==> src/rtl/si_alu_arbiter_if.sv <==
// si_alu_arbiter_if: request, response and ALU-side signal bundle for si_alu_arbiter
// Suffixes are from the arbiter's point of view (_i into it, _o out of it).
// slave modport: the arbiter. master modport: requesters plus the ALU itself.
interface si_alu_arbiter_if #(
  parameter int NUM_REQ  = 2,
  parameter int INST_AW  = 32,
  parameter int REG_DW   = 32,
  parameter int ALUOP_DW = 5
);
  logic [NUM_REQ-1:0]          req_valid_i, req_ready_o, req_br_en_i, req_jmp_en_i;
  logic [NUM_REQ*ALUOP_DW-1:0] req_opcode_i;
  logic [NUM_REQ*REG_DW-1:0]   req_op1_i, req_op2_i;
  logic [NUM_REQ*INST_AW-1:0]  req_pc_i, req_br_pc_i, req_jmp_pc_i;
  logic [ALUOP_DW-1:0]         alu_opcode_o;
  logic [REG_DW-1:0]           alu_op1_o, alu_op2_o, alu_result_i;
  logic [INST_AW-1:0]          alu_pc_o, alu_br_pc_o, alu_jmp_pc_o, alu_ctrl_pc_i;
  logic                        alu_br_en_o, alu_jmp_en_o, alu_ctrl_en_i;
  logic [NUM_REQ-1:0]          rsp_valid_o, rsp_ready_i, rsp_ctrl_en_o;
  logic [NUM_REQ*REG_DW-1:0]   rsp_result_o;
  logic [NUM_REQ*INST_AW-1:0]  rsp_ctrl_pc_o;
  modport slave (
    input  req_valid_i, req_opcode_i, req_op1_i, req_op2_i, req_pc_i,
           req_br_en_i, req_br_pc_i, req_jmp_en_i, req_jmp_pc_i,
           alu_result_i, alu_ctrl_en_i, alu_ctrl_pc_i, rsp_ready_i,
    output req_ready_o, alu_opcode_o, alu_op1_o, alu_op2_o, alu_pc_o,
           alu_br_en_o, alu_br_pc_o, alu_jmp_en_o, alu_jmp_pc_o,
           rsp_valid_o, rsp_result_o, rsp_ctrl_en_o, rsp_ctrl_pc_o
  );
  modport master (
    output req_valid_i, req_opcode_i, req_op1_i, req_op2_i, req_pc_i,
           req_br_en_i, req_br_pc_i, req_jmp_en_i, req_jmp_pc_i,
           alu_result_i, alu_ctrl_en_i, alu_ctrl_pc_i, rsp_ready_i,
    input  req_ready_o, alu_opcode_o, alu_op1_o, alu_op2_o, alu_pc_o,
           alu_br_en_o, alu_br_pc_o, alu_jmp_en_o, alu_jmp_pc_o,
           rsp_valid_o, rsp_result_o, rsp_ctrl_en_o, rsp_ctrl_pc_o
  );
endinterface

==> src/rtl/si_alu_arbiter.sv <==
// si_alu_arbiter: round-robin sharing of one combinational ALU between NUM_REQ requesters
// Ports: clk; rst (async, active low); bus (slave modport of si_alu_arbiter_if)
// carrying the request channels, the ALU drive/return and the one-entry response slots.
module si_alu_arbiter #(
  parameter int                 NUM_REQ    = 2,
  parameter int                 INST_AW    = 32,
  parameter int                 REG_DW     = 32,
  parameter int                 ALUOP_DW   = 5,
  parameter int                 MUL_CYCLES = 2,
  parameter logic [ALUOP_DW-1:0] OP_MUL    = ALUOP_DW'(2)
) (
  input logic             clk,
  input logic             rst,
  si_alu_arbiter_if.slave bus
);
  localparam int IW = $clog2(NUM_REQ);
  localparam int CW = $clog2(MUL_CYCLES + 1);
  typedef enum logic {IDLE, MUL_WAIT} state_e;
  typedef struct packed {
    logic [ALUOP_DW-1:0] op;
    logic [REG_DW-1:0]   op1;
    logic [REG_DW-1:0]   op2;
    logic [INST_AW-1:0]  pc;
    logic                br_en;
    logic [INST_AW-1:0]  br_pc;
    logic                jmp_en;
    logic [INST_AW-1:0]  jmp_pc;
  } alu_req_t;
  state_e                     state_q, state_d;
  logic [CW-1:0]              cnt_q, cnt_d;
  logic [IW-1:0]              last_q, own_q, gnt_idx, cap_idx, j;
  alu_req_t                   hold_q, gnt_req, drv;
  logic [NUM_REQ-1:0]         elig, rsp_v_q, ready;
  logic [NUM_REQ-1:0]         cen_q;
  logic [NUM_REQ*REG_DW-1:0]  res_q;
  logic [NUM_REQ*INST_AW-1:0] cpc_q;
  logic                       gnt_any, is_mul, cap;
  // A full slot is eligible again only if it is being popped this cycle.
  assign elig = bus.req_valid_i & (~rsp_v_q | bus.rsp_ready_i);
  always_comb begin
    gnt_any = 1'b0;
    gnt_idx = last_q;
    j       = '0;
    for (int i = 1; i <= NUM_REQ; i++) begin
      j = IW'((int'(last_q) + i) % NUM_REQ);
      if (!gnt_any && state_q == IDLE && elig[j]) begin
        gnt_any = 1'b1;
        gnt_idx = j;
      end
    end
  end
  always_comb begin
    gnt_req = '0;
    for (int k = 0; k < NUM_REQ; k++)
      if (gnt_idx == IW'(k))
        gnt_req = '{op:     bus.req_opcode_i[k*ALUOP_DW +: ALUOP_DW],
                    op1:    bus.req_op1_i[k*REG_DW +: REG_DW],
                    op2:    bus.req_op2_i[k*REG_DW +: REG_DW],
                    pc:     bus.req_pc_i[k*INST_AW +: INST_AW],
                    br_en:  bus.req_br_en_i[k],
                    br_pc:  bus.req_br_pc_i[k*INST_AW +: INST_AW],
                    jmp_en: bus.req_jmp_en_i[k],
                    jmp_pc: bus.req_jmp_pc_i[k*INST_AW +: INST_AW]};
  end
  assign is_mul = MUL_CYCLES > 1 && gnt_req.op == OP_MUL;
  always_ff @(posedge clk or negedge rst)
    if (!rst) state_q <= IDLE;
    else      state_q <= state_d;
  always_comb begin
    state_d = state_q == IDLE ? (gnt_any && is_mul ? MUL_WAIT : IDLE)
                              : (cnt_q == CW'(1) ? IDLE : MUL_WAIT);
    cnt_d   = state_q == MUL_WAIT ? cnt_q - CW'(1)
                                  : (gnt_any && is_mul ? CW'(MUL_CYCLES - 1) : cnt_q);
  end
  // The MUL result is taken on the last held cycle; plain ops are taken at the grant edge.
  always_comb begin
    ready   = gnt_any ? NUM_REQ'(1) << gnt_idx : '0;
    drv     = state_q == MUL_WAIT ? hold_q : (gnt_any ? gnt_req : '0);
    cap     = state_q == MUL_WAIT ? cnt_q == CW'(1) : gnt_any && !is_mul;
    cap_idx = state_q == MUL_WAIT ? own_q : gnt_idx;
  end
  always_ff @(posedge clk or negedge rst)
    if (!rst) begin
      cnt_q  <= '0;
      last_q <= IW'(NUM_REQ - 1);
      own_q  <= '0;
      hold_q <= '0;
    end else begin
      cnt_q <= cnt_d;
      if (gnt_any) begin
        last_q <= gnt_idx;
        own_q  <= gnt_idx;
        hold_q <= gnt_req;
      end
    end
  always_ff @(posedge clk or negedge rst)
    if (!rst) begin
      rsp_v_q <= '0;
      cen_q   <= '0;
      res_q   <= '0;
      cpc_q   <= '0;
    end else begin
      for (int k = 0; k < NUM_REQ; k++)
        if (cap && cap_idx == IW'(k)) begin
          rsp_v_q[k]                   <= 1'b1;
          cen_q[k]                     <= bus.alu_ctrl_en_i;
          res_q[k*REG_DW +: REG_DW]    <= bus.alu_result_i;
          cpc_q[k*INST_AW +: INST_AW]  <= bus.alu_ctrl_pc_i;
        end else if (bus.rsp_ready_i[k]) begin
          rsp_v_q[k] <= 1'b0;
        end
    end
  assign bus.req_ready_o   = ready;
  assign bus.alu_opcode_o  = drv.op;
  assign bus.alu_op1_o     = drv.op1;
  assign bus.alu_op2_o     = drv.op2;
  assign bus.alu_pc_o      = drv.pc;
  assign bus.alu_br_en_o   = drv.br_en;
  assign bus.alu_br_pc_o   = drv.br_pc;
  assign bus.alu_jmp_en_o  = drv.jmp_en;
  assign bus.alu_jmp_pc_o  = drv.jmp_pc;
  assign bus.rsp_valid_o   = rsp_v_q;
  assign bus.rsp_result_o  = res_q;
  assign bus.rsp_ctrl_en_o = cen_q;
  assign bus.rsp_ctrl_pc_o = cpc_q;
endmodule

==> src/flat_wrapper.sv <==
// flat-port wrapper written by rule: the top's interface ports become plain ports
module si_alu_arbiter_flat 
#(
  parameter int                 NUM_REQ    = 2,
  parameter int                 INST_AW    = 32,
  parameter int                 REG_DW     = 32,
  parameter int                 ALUOP_DW   = 5,
  parameter int                 MUL_CYCLES = 2,
  parameter logic [ALUOP_DW-1:0] OP_MUL    = ALUOP_DW'(2)
)
  (clk, rst, bus_req_valid_i, bus_req_opcode_i, bus_req_op1_i, bus_req_op2_i, bus_req_pc_i, bus_req_br_en_i, bus_req_br_pc_i, bus_req_jmp_en_i, bus_req_jmp_pc_i, bus_alu_result_i, bus_alu_ctrl_en_i, bus_alu_ctrl_pc_i, bus_rsp_ready_i, bus_req_ready_o, bus_alu_opcode_o, bus_alu_op1_o, bus_alu_op2_o, bus_alu_pc_o, bus_alu_br_en_o, bus_alu_br_pc_o, bus_alu_jmp_en_o, bus_alu_jmp_pc_o, bus_rsp_valid_o, bus_rsp_result_o, bus_rsp_ctrl_en_o, bus_rsp_ctrl_pc_o);
  si_alu_arbiter_if #(.NUM_REQ(NUM_REQ), .INST_AW(INST_AW), .REG_DW(REG_DW), .ALUOP_DW(ALUOP_DW)) bus_i ();
  input logic clk;
  input logic rst;
  input wire logic [$bits(bus_i.req_valid_i)-1:0] bus_req_valid_i;
  input wire logic [$bits(bus_i.req_opcode_i)-1:0] bus_req_opcode_i;
  input wire logic [$bits(bus_i.req_op1_i)-1:0] bus_req_op1_i;
  input wire logic [$bits(bus_i.req_op2_i)-1:0] bus_req_op2_i;
  input wire logic [$bits(bus_i.req_pc_i)-1:0] bus_req_pc_i;
  input wire logic [$bits(bus_i.req_br_en_i)-1:0] bus_req_br_en_i;
  input wire logic [$bits(bus_i.req_br_pc_i)-1:0] bus_req_br_pc_i;
  input wire logic [$bits(bus_i.req_jmp_en_i)-1:0] bus_req_jmp_en_i;
  input wire logic [$bits(bus_i.req_jmp_pc_i)-1:0] bus_req_jmp_pc_i;
  input wire logic [$bits(bus_i.alu_result_i)-1:0] bus_alu_result_i;
  input wire logic [$bits(bus_i.alu_ctrl_en_i)-1:0] bus_alu_ctrl_en_i;
  input wire logic [$bits(bus_i.alu_ctrl_pc_i)-1:0] bus_alu_ctrl_pc_i;
  input wire logic [$bits(bus_i.rsp_ready_i)-1:0] bus_rsp_ready_i;
  output wire logic [$bits(bus_i.req_ready_o)-1:0] bus_req_ready_o;
  output wire logic [$bits(bus_i.alu_opcode_o)-1:0] bus_alu_opcode_o;
  output wire logic [$bits(bus_i.alu_op1_o)-1:0] bus_alu_op1_o;
  output wire logic [$bits(bus_i.alu_op2_o)-1:0] bus_alu_op2_o;
  output wire logic [$bits(bus_i.alu_pc_o)-1:0] bus_alu_pc_o;
  output wire logic [$bits(bus_i.alu_br_en_o)-1:0] bus_alu_br_en_o;
  output wire logic [$bits(bus_i.alu_br_pc_o)-1:0] bus_alu_br_pc_o;
  output wire logic [$bits(bus_i.alu_jmp_en_o)-1:0] bus_alu_jmp_en_o;
  output wire logic [$bits(bus_i.alu_jmp_pc_o)-1:0] bus_alu_jmp_pc_o;
  output wire logic [$bits(bus_i.rsp_valid_o)-1:0] bus_rsp_valid_o;
  output wire logic [$bits(bus_i.rsp_result_o)-1:0] bus_rsp_result_o;
  output wire logic [$bits(bus_i.rsp_ctrl_en_o)-1:0] bus_rsp_ctrl_en_o;
  output wire logic [$bits(bus_i.rsp_ctrl_pc_o)-1:0] bus_rsp_ctrl_pc_o;
  assign bus_i.req_valid_i = bus_req_valid_i;
  assign bus_i.req_opcode_i = bus_req_opcode_i;
  assign bus_i.req_op1_i = bus_req_op1_i;
  assign bus_i.req_op2_i = bus_req_op2_i;
  assign bus_i.req_pc_i = bus_req_pc_i;
  assign bus_i.req_br_en_i = bus_req_br_en_i;
  assign bus_i.req_br_pc_i = bus_req_br_pc_i;
  assign bus_i.req_jmp_en_i = bus_req_jmp_en_i;
  assign bus_i.req_jmp_pc_i = bus_req_jmp_pc_i;
  assign bus_i.alu_result_i = bus_alu_result_i;
  assign bus_i.alu_ctrl_en_i = bus_alu_ctrl_en_i;
  assign bus_i.alu_ctrl_pc_i = bus_alu_ctrl_pc_i;
  assign bus_i.rsp_ready_i = bus_rsp_ready_i;
  assign bus_req_ready_o = bus_i.req_ready_o;
  assign bus_alu_opcode_o = bus_i.alu_opcode_o;
  assign bus_alu_op1_o = bus_i.alu_op1_o;
  assign bus_alu_op2_o = bus_i.alu_op2_o;
  assign bus_alu_pc_o = bus_i.alu_pc_o;
  assign bus_alu_br_en_o = bus_i.alu_br_en_o;
  assign bus_alu_br_pc_o = bus_i.alu_br_pc_o;
  assign bus_alu_jmp_en_o = bus_i.alu_jmp_en_o;
  assign bus_alu_jmp_pc_o = bus_i.alu_jmp_pc_o;
  assign bus_rsp_valid_o = bus_i.rsp_valid_o;
  assign bus_rsp_result_o = bus_i.rsp_result_o;
  assign bus_rsp_ctrl_en_o = bus_i.rsp_ctrl_en_o;
  assign bus_rsp_ctrl_pc_o = bus_i.rsp_ctrl_pc_o;
  si_alu_arbiter #(.NUM_REQ(NUM_REQ), .INST_AW(INST_AW), .REG_DW(REG_DW), .ALUOP_DW(ALUOP_DW), .MUL_CYCLES(MUL_CYCLES), .OP_MUL(OP_MUL)) u_core (.clk(clk), .rst(rst), .bus(bus_i));
endmodule
==> config.mk <==
export PLATFORM = sky130hd
export DESIGN_NAME = si_alu_arbiter_flat
export DESIGN_NICKNAME = d
export VERILOG_FILES = /design/src/rtl/si_alu_arbiter_if.sv /design/src/rtl/si_alu_arbiter.sv /design/src/flat_wrapper.sv
export SDC_FILE = /design/constraint.sdc
export NUM_CORES = 1
export LEC_CHECK = 0
export CAP_MARGIN = 20
export CORE_AREA = 2 2 277 279
export CTS_CLUSTER_DIAMETER = 120
export DETAILED_ROUTE_END_ITERATION = 12
export DIE_AREA = 0 0 279 281
export GPL_ROUTABILITY_DRIVEN = 0
export PLACE_DENSITY = 0.56
export SETUP_SLACK_MARGIN = 0.3
export SLEW_MARGIN = 20
export SYNTH_ARGS = -nofsm -noshare
export SYNTH_HDL_FRONTEND = slang
export SYNTH_SLANG_ARGS = --single-unit
==> constraint.sdc <==
create_clock -name clk -period 3.1 [get_ports clk]
set_input_delay 0.62 -clock clk [delete_from_list [all_inputs] [get_ports clk]]
set_output_delay 0.62 -clock clk [all_outputs]
set_load 0.01 [all_outputs]
# == Yosys cells after proc, flatten, opt, wreduce, memory -nomap -nowiden ==
# Index checks and enable logic that the tools add are counted.
# Widths: inputs -> output; s select.
# op_classes
add_sub_neg,3
multipliers,0
div_mod_pow,0
n_lt_le_gt_ge,2
n_eq_ne,2
shift,1
muxes,23
bitwise_logic,5
reduce_logical,12
# ops
op,count
$mux 167,3
$mux 1,17
$logic_and 1x1->1,7
$mux 2,3
$reduce_bool 2->1,3
$eq 5x2->1 const B,1
$lt 1x2->1 const B,2
$add 1x1->1 const B,2
$and 2x2->2,1
$eq 2x1->1 const B,1
$logic_not 1->1,2
$not 1->1,2
$not 2->2,1
$or 2x2->2,1
$shl 1x1->2 const A,1
$sub 2x1->2 const B,1
# word_totals
register_bits,304
latch_bits,0
ram_bits,0
romBits,0
in_bits,405
out_inout_bits,301
word_cells,68
memories,0

# == Logic depth before layout (Yosys ltp) ==
# logic_depth
depth_word,18
ltp_mapped,10
ltp_nobuf,7

# == Worst setup path after synthesis ==
# OpenSTA, ideal clock, no wires.
# synth_timing
path_kind,input to output
start,in bus_rsp_ready_i[0]
end,out bus_alu_op1_o[24]
t_arrival_ns,2.099
required_time_ns,2.480
path_slack_ns,0.381
stages,9
path_buffers,3
cell_sequence,nand2b_1 > nand3_2 > a21o_1 > buf_4 > inv_2 > clkbuf_1 > clkbuf_1 > a222oi_1 > inv_1
# synth_via
elab_chain_cells,13
elab_cells_between_ends,17
cone_classes,mux: 11; bitwise: 2; reduce/logical: 4
# synth_lines
item,line_no,source
start: declaration,flat_wrapper.sv:27,input wire logic [$bits(bus_i.rsp_ready_i)-1:0] bus_rsp_ready_i;
$or 2x2->2 *,si_alu_arbiter.sv:39,assign elig = bus.req_valid_i & (~rsp_v_q | bus.rsp_ready_i);
$and 2x2->2 *,si_alu_arbiter.sv:39,
$mux 1 (implied by the code) (2 in series),si_alu_arbiter.sv:46,if (!gnt_any && state_q == IDLE && elig[j]) begin
$logic_and 1x1->1,si_alu_arbiter.sv:46,
$mux 1,si_alu_arbiter.sv:46,
$logic_not 1->1,si_alu_arbiter.sv:46,
$logic_and 1x1->1 (2 in series),si_alu_arbiter.sv:46,
$mux 1,si_alu_arbiter.sv:46,
$mux 167,si_alu_arbiter.sv:55,if (gnt_idx == IW'(k))
$mux 167 * (2 in series),si_alu_arbiter.sv:78,drv = state_q == MUL_WAIT ? hold_q : (gnt_any ? gnt_req : '0);
end: declaration,flat_wrapper.sv:30,output wire logic [$bits(bus_i.alu_op1_o)-1:0] bus_alu_op1_o;
# Every way passes the cells marked *; elsewhere a longest branch is shown, timed or not. The select of a mux whose other input is x is not followed.

# == Final worst setup path ==
# layout_timing
start,reg u_core.state_q
end,out bus_alu_br_pc_o[26]
# layout_via
elab_chain_cells,10
elab_cells_between_ends,12
cone_classes,mux: 7; bitwise: 1; reduce/logical: 4
# layout_lines
item,line_no,source
start: declaration,si_alu_arbiter.sv:29,"state_e state_q, state_d;"
start signal: assignment,si_alu_arbiter.sv:68,else state_q <= state_d;
$not 1->1,si_alu_arbiter.sv:46,
$logic_and 1x1->1,si_alu_arbiter.sv:46,
$mux 1,si_alu_arbiter.sv:46,
$logic_not 1->1,si_alu_arbiter.sv:46,
$logic_and 1x1->1 (2 in series),si_alu_arbiter.sv:46,
$mux 1,si_alu_arbiter.sv:46,
$mux 167,si_alu_arbiter.sv:55,
$mux 167,si_alu_arbiter.sv:78,
$mux 167 *,si_alu_arbiter.sv:78,
end: declaration,flat_wrapper.sv:34,output wire logic [$bits(bus_i.alu_br_pc_o)-1:0] bus_alu_br_pc_o;
# Every way passes the cells marked *; elsewhere a longest branch is shown, timed or not.

==> impl_metrics.csv <==
group,metric,value,unit
run_status,status,"finished, violations left",
run_status,failed_checks,"negative setup slack",
sta,holdWs,0.0656,ns
setup_path,critical_path_buf_inv_count,9,
placed_design,placed_cell_area,23400,um2
clock_network,h-tree-depth,2,
cells_and_area,areaGrowthSynthToFinish,77.6,%
setup_path,worstPathArrival,2.56,ns
global_routing,use_met1,20.7,%
yosys,netlist_instances,1443,
worst_hold_path,hold_class,"in2async",
sta,period_share,103,%
yosys,synth.lib_cells_used.distinct,36,
routing,final_antenna_net_count,0,
setup_path,reg2regPathDepth,15,
setup_path,path_common_cell,"buf_12",
setup_path,worst_path_max_delay_cell,"dfrtp_4",
power_and_ir_drop,total_power,24.5,mW
floorplan,die-area,78400,um2
floorplan,die_x,279,um
yosys,synth_area_leader_cell,"dfrtp_1",
sta,slew_viol_final,0,
floorplan,core_footprint,75400,um2
setup_path,critPathMaxFanout,9,
floorplan,number_of_rows_created_at_floorplan,101,
routing,routed_via_density,4.76,
sta,post-route-worst-setup-slack,-0.0814,ns
clock_network,ctsLongestPathBuffers,3,
sta,finalClockSkew,0.0146,ns
placed_design,post-place-cells,3079,
setup_path,critical_path.reg2reg.startpoint,"u_core.state_q",
sta,grt_setup_unrepaired,"yes",
cells_and_area,final_cell_count_no_fill,3278,
yosys,postSynthRegisterBits,304,
global_routing,grt_remaining_overflow,0,
placed_design,post-place-ws,-0.482,ns
clock_network,cts_tree,"done",
placed_design,hpwlAfterDp,47300,um
yosys,synth.top_cell.area_share,51.5,%
setup_path,crit_path_cell_trace,"inv_4 -> nand3_4 -> a21o_4 -> inv_12 -> buf_12 -> buf_16 -> buf_4 -> buf_12 -> buf_8 -> a222oi_1 -> inv_1 -> buf_2",
power_and_ir_drop,p_seq_share,28.4,%
yosys,synth_most_common_cell,"nor2_1",
global_routing,groute.layer.met3.usage,4.02,%
yosys,post_synth_instance_area,14700,um2
yosys,syn_nets,1849,
sta,finalWorstPathRequiredPeriod,3.18,ns
yosys,avgSynthCellArea,10.2,um2
power_and_ir_drop,power.switching,8.79,mW
flow_run,cap_violations,0,
placed_design,buffer_ports.inserted,705,
setup_path,critPathTopFamily,"buffers and inverters",
power_and_ir_drop,power_leakage,11.8,nW
yosys,synth_common_cells,"332 x nor2_1, 303 x dfrtp_1, 168 x inv_1",
global_routing,grt_start_max_net_pins,87,
sta,clock.fmax,314,MHz
routing,drt_first_pass_iters,9,
setup_path,ff2ff_setup_slack,0.36,ns
clock_network,cts_root_buf,"clkbuf_16",
yosys,asyncSetResetFlopFracSynth,100,%
yosys,ys_warn_count,0,
global_routing,grt_antenna_before_repair,12,
power_and_ir_drop,comb_power_share,51.8,%
power_and_ir_drop,power.internal,15.7,mW
yosys,synth_area_leaders,"dfrtp_1 52%, a222oi_1 11%, nor2_1 8.5%",
cells_and_area,finish.instance_area,26200,um2
setup_path,timing.rr.end,"u_core.bus.rsp_ctrl_pc_o[48]",
routing,detail_route.iter0.violations,1679,
power_and_ir_drop,peakVddDrop,0.421,mV
clock_network,numCtsBuffers,39,
global_routing,grt_pass1_wl,103000,um
setup_path,critPathLaunchType,"register",
routing,totalWireLength,72200,um
routing,post-route-drc-count,0,
setup_path,crit_path_end_kind,"primary output",
yosys,synth_sequential_area_ratio,51.7,%
yosys,synth_ff_type,"dfrtp_1",
power_and_ir_drop,share_clk_of_total_power,19.8,%
sta,maxSlewHeadroom,42.6,%
floorplan,die_height,281,um
clock_network,clk-insertion-delay-late,0.57,ns
sta,hold_violations,0,
clock_network,clock-sinks,304,
power_and_ir_drop,power.density_cell_area,938,nW/um2
global_routing,number_of_global_route_vias_before_repair,15800,
sta,max_slew.worst_pin.slew,0.861,ns
routing,route.vias.total,15600,
power_and_ir_drop,switching_share,35.8,%
cells_and_area,final_net_count,2672,
sta,setup_viol,51,
setup_path,slowest_delay,0.45,ns
setup_path,worstPathRequired,2.48,ns
floorplan,start_util,19.5,%
routing,routedWlPerCell,22.0,um
yosys,synth_enable_flop_cells,0,
floorplan,pin_count,706,
clock_network,worst_setup_hold_path_clk_slew,0.06,ns
setup_path,worstSetupPathType,"reg2out",
cells_and_area,fraction_of_layout_cells_with_a_size_suffix_above_1,25.1,%
global_routing,busiest_layer,"met2",
global_routing,grt_use_total,17.2,%
global_routing,use_met2,29.6,%
registers in the layout, summed over array words and instances, names as in the netlist:
register                  count
u_core.bus.rsp_ctrl_pc_o     64
u_core.own_q                  1
u_core.bus.rsp_valid_o        2
u_core.hold_q               167
u_core.bus.rsp_result_o      64
u_core.last_q                 1
u_core.cnt_q                  2
u_core.bus.rsp_ctrl_en_o      2
u_core.state_q                1
worst register-to-register path, cell delays in order, from the launching register on:
cell	delay (ns)
dfrtp_4	0.51
inv_4	0.09
nand3_4	0.08
a21o_4	0.23
inv_12	0.09
buf_4	0.11
buf_6	0.08
buf_8	0.10
buf_8	0.13
buf_4	0.14
a221oi_2	0.06
buf_4	0.15
a21oi_4	0.12
buf_4	0.18
buf_16	0.18
mux2_2	0.36
placed cells by master (no fill, tap or decap), drive strengths merged, types with 3 or more instances in the layout:
cell type | Yosys | layout
a21oi | 9 | 9
a221oi | 3 | 3
a222oi | 162 | 162
buf | 31 | 359
bufinv | 0 | 5
clkbuf | 92 | 65
clkdlybuf4s50 | 0 | 531
clkinv | 0 | 6
dfrtp | 303 | 303
diode | 0 | 6
dlygate4sd2 | 0 | 4
inv | 170 | 173
mux2 | 130 | 130
mux2i | 5 | 5
nand2 | 11 | 11
nand2b | 5 | 5
nor2 | 332 | 332
nor2b | 3 | 3
o21ai | 9 | 9
o22ai | 162 | 162
how the worst max path moves through the flow:
stage,endpoint,cells past startpoint,start,slack [ns]
after CTS,bus_alu_pc_o[15],11,u_core.state_q,-0.15
after global routing,bus_alu_br_pc_o[6],12,u_core.bus.rsp_valid_o[0],-0.23
after global placement,bus_alu_op2_o[20],10,bus_rsp_ready_i[0],-0.48
final,bus_alu_br_pc_o[26],12,u_core.state_q,-0.08
after floorplan,bus_alu_op1_o[24],9,bus_rsp_ready_i[0],0.38
after detailed placement,bus_alu_pc_o[15],9,bus_rsp_ready_i[1],-0.48
timing repair:
| action | in CTS | in global routing |
|---|---|---|
| gates cloned | 21 | 5 |
| gates resized for setup | 802 | 50 |
| hold buffers | 0 | 0 |
| pin swaps | 112 | 100 |
| setup buffers | 75 | 23 |
| endpoints found under the setup margin | 169 | 181 |
area by class of cell:
class                           instances  area, um2
Clock inverter                         13        231
Sequential cell                       304       7610
Timing Repair inverter                  1       16.3
Fill cell                            7530      49300
Multi-Input combinational cell        846       6070
Timing Repair Buffer                  904       9190
Antenna cell                            6       15.0
Inverter                              170        666
Clock buffer                           56       1130
Tap cell                              978       1220
kinds of logic (layout without fill, tap and decap cells):
group           count (synthesis)  in the layout  share of synthesized area (%)
fa+ha+maj                       1              1                         0.0850
buf+inv                       293           1144                           8.08
simple gates                  359            359                           9.47
mux                           135            135                           11.6
flops                         304            304                           51.7
compound gates                351            351                           19.1
other cells                     0              6                              0
power groups by stage:
stage	combinational, mW	sequential [mW]	clock [mW]
CTS	12.3	6.94	5.02
finish	12.7	6.98	4.85
detailed placement	11.4	6.95	0
floorplan	5.06	7.14	0
global placement	11.3	6.90	0
global route	13.5	7.18	5.16
metal layers:
layer / vias to the layer above / share of wire [%] / routed length, um
met5: - / 0.047 / 34
met4: 6 / 3.8 / 2780
met3: 143 / 7.8 / 5610
met2: 871 / 50 / 35800
met1: 7623 / 39 / 27900
li1: 6961 / - / -
metrics by stage:
stage	TNS [ns]	utilization [%]
floorplan	0	-
global placement	-78.79	31.0
detailed placement	-86.82	31.0
CTS	-3.17	34.0
global route	-16.11	34.7
finish	-1.17	34.7
No activity file was read; power rests on OpenSTA's default activity.
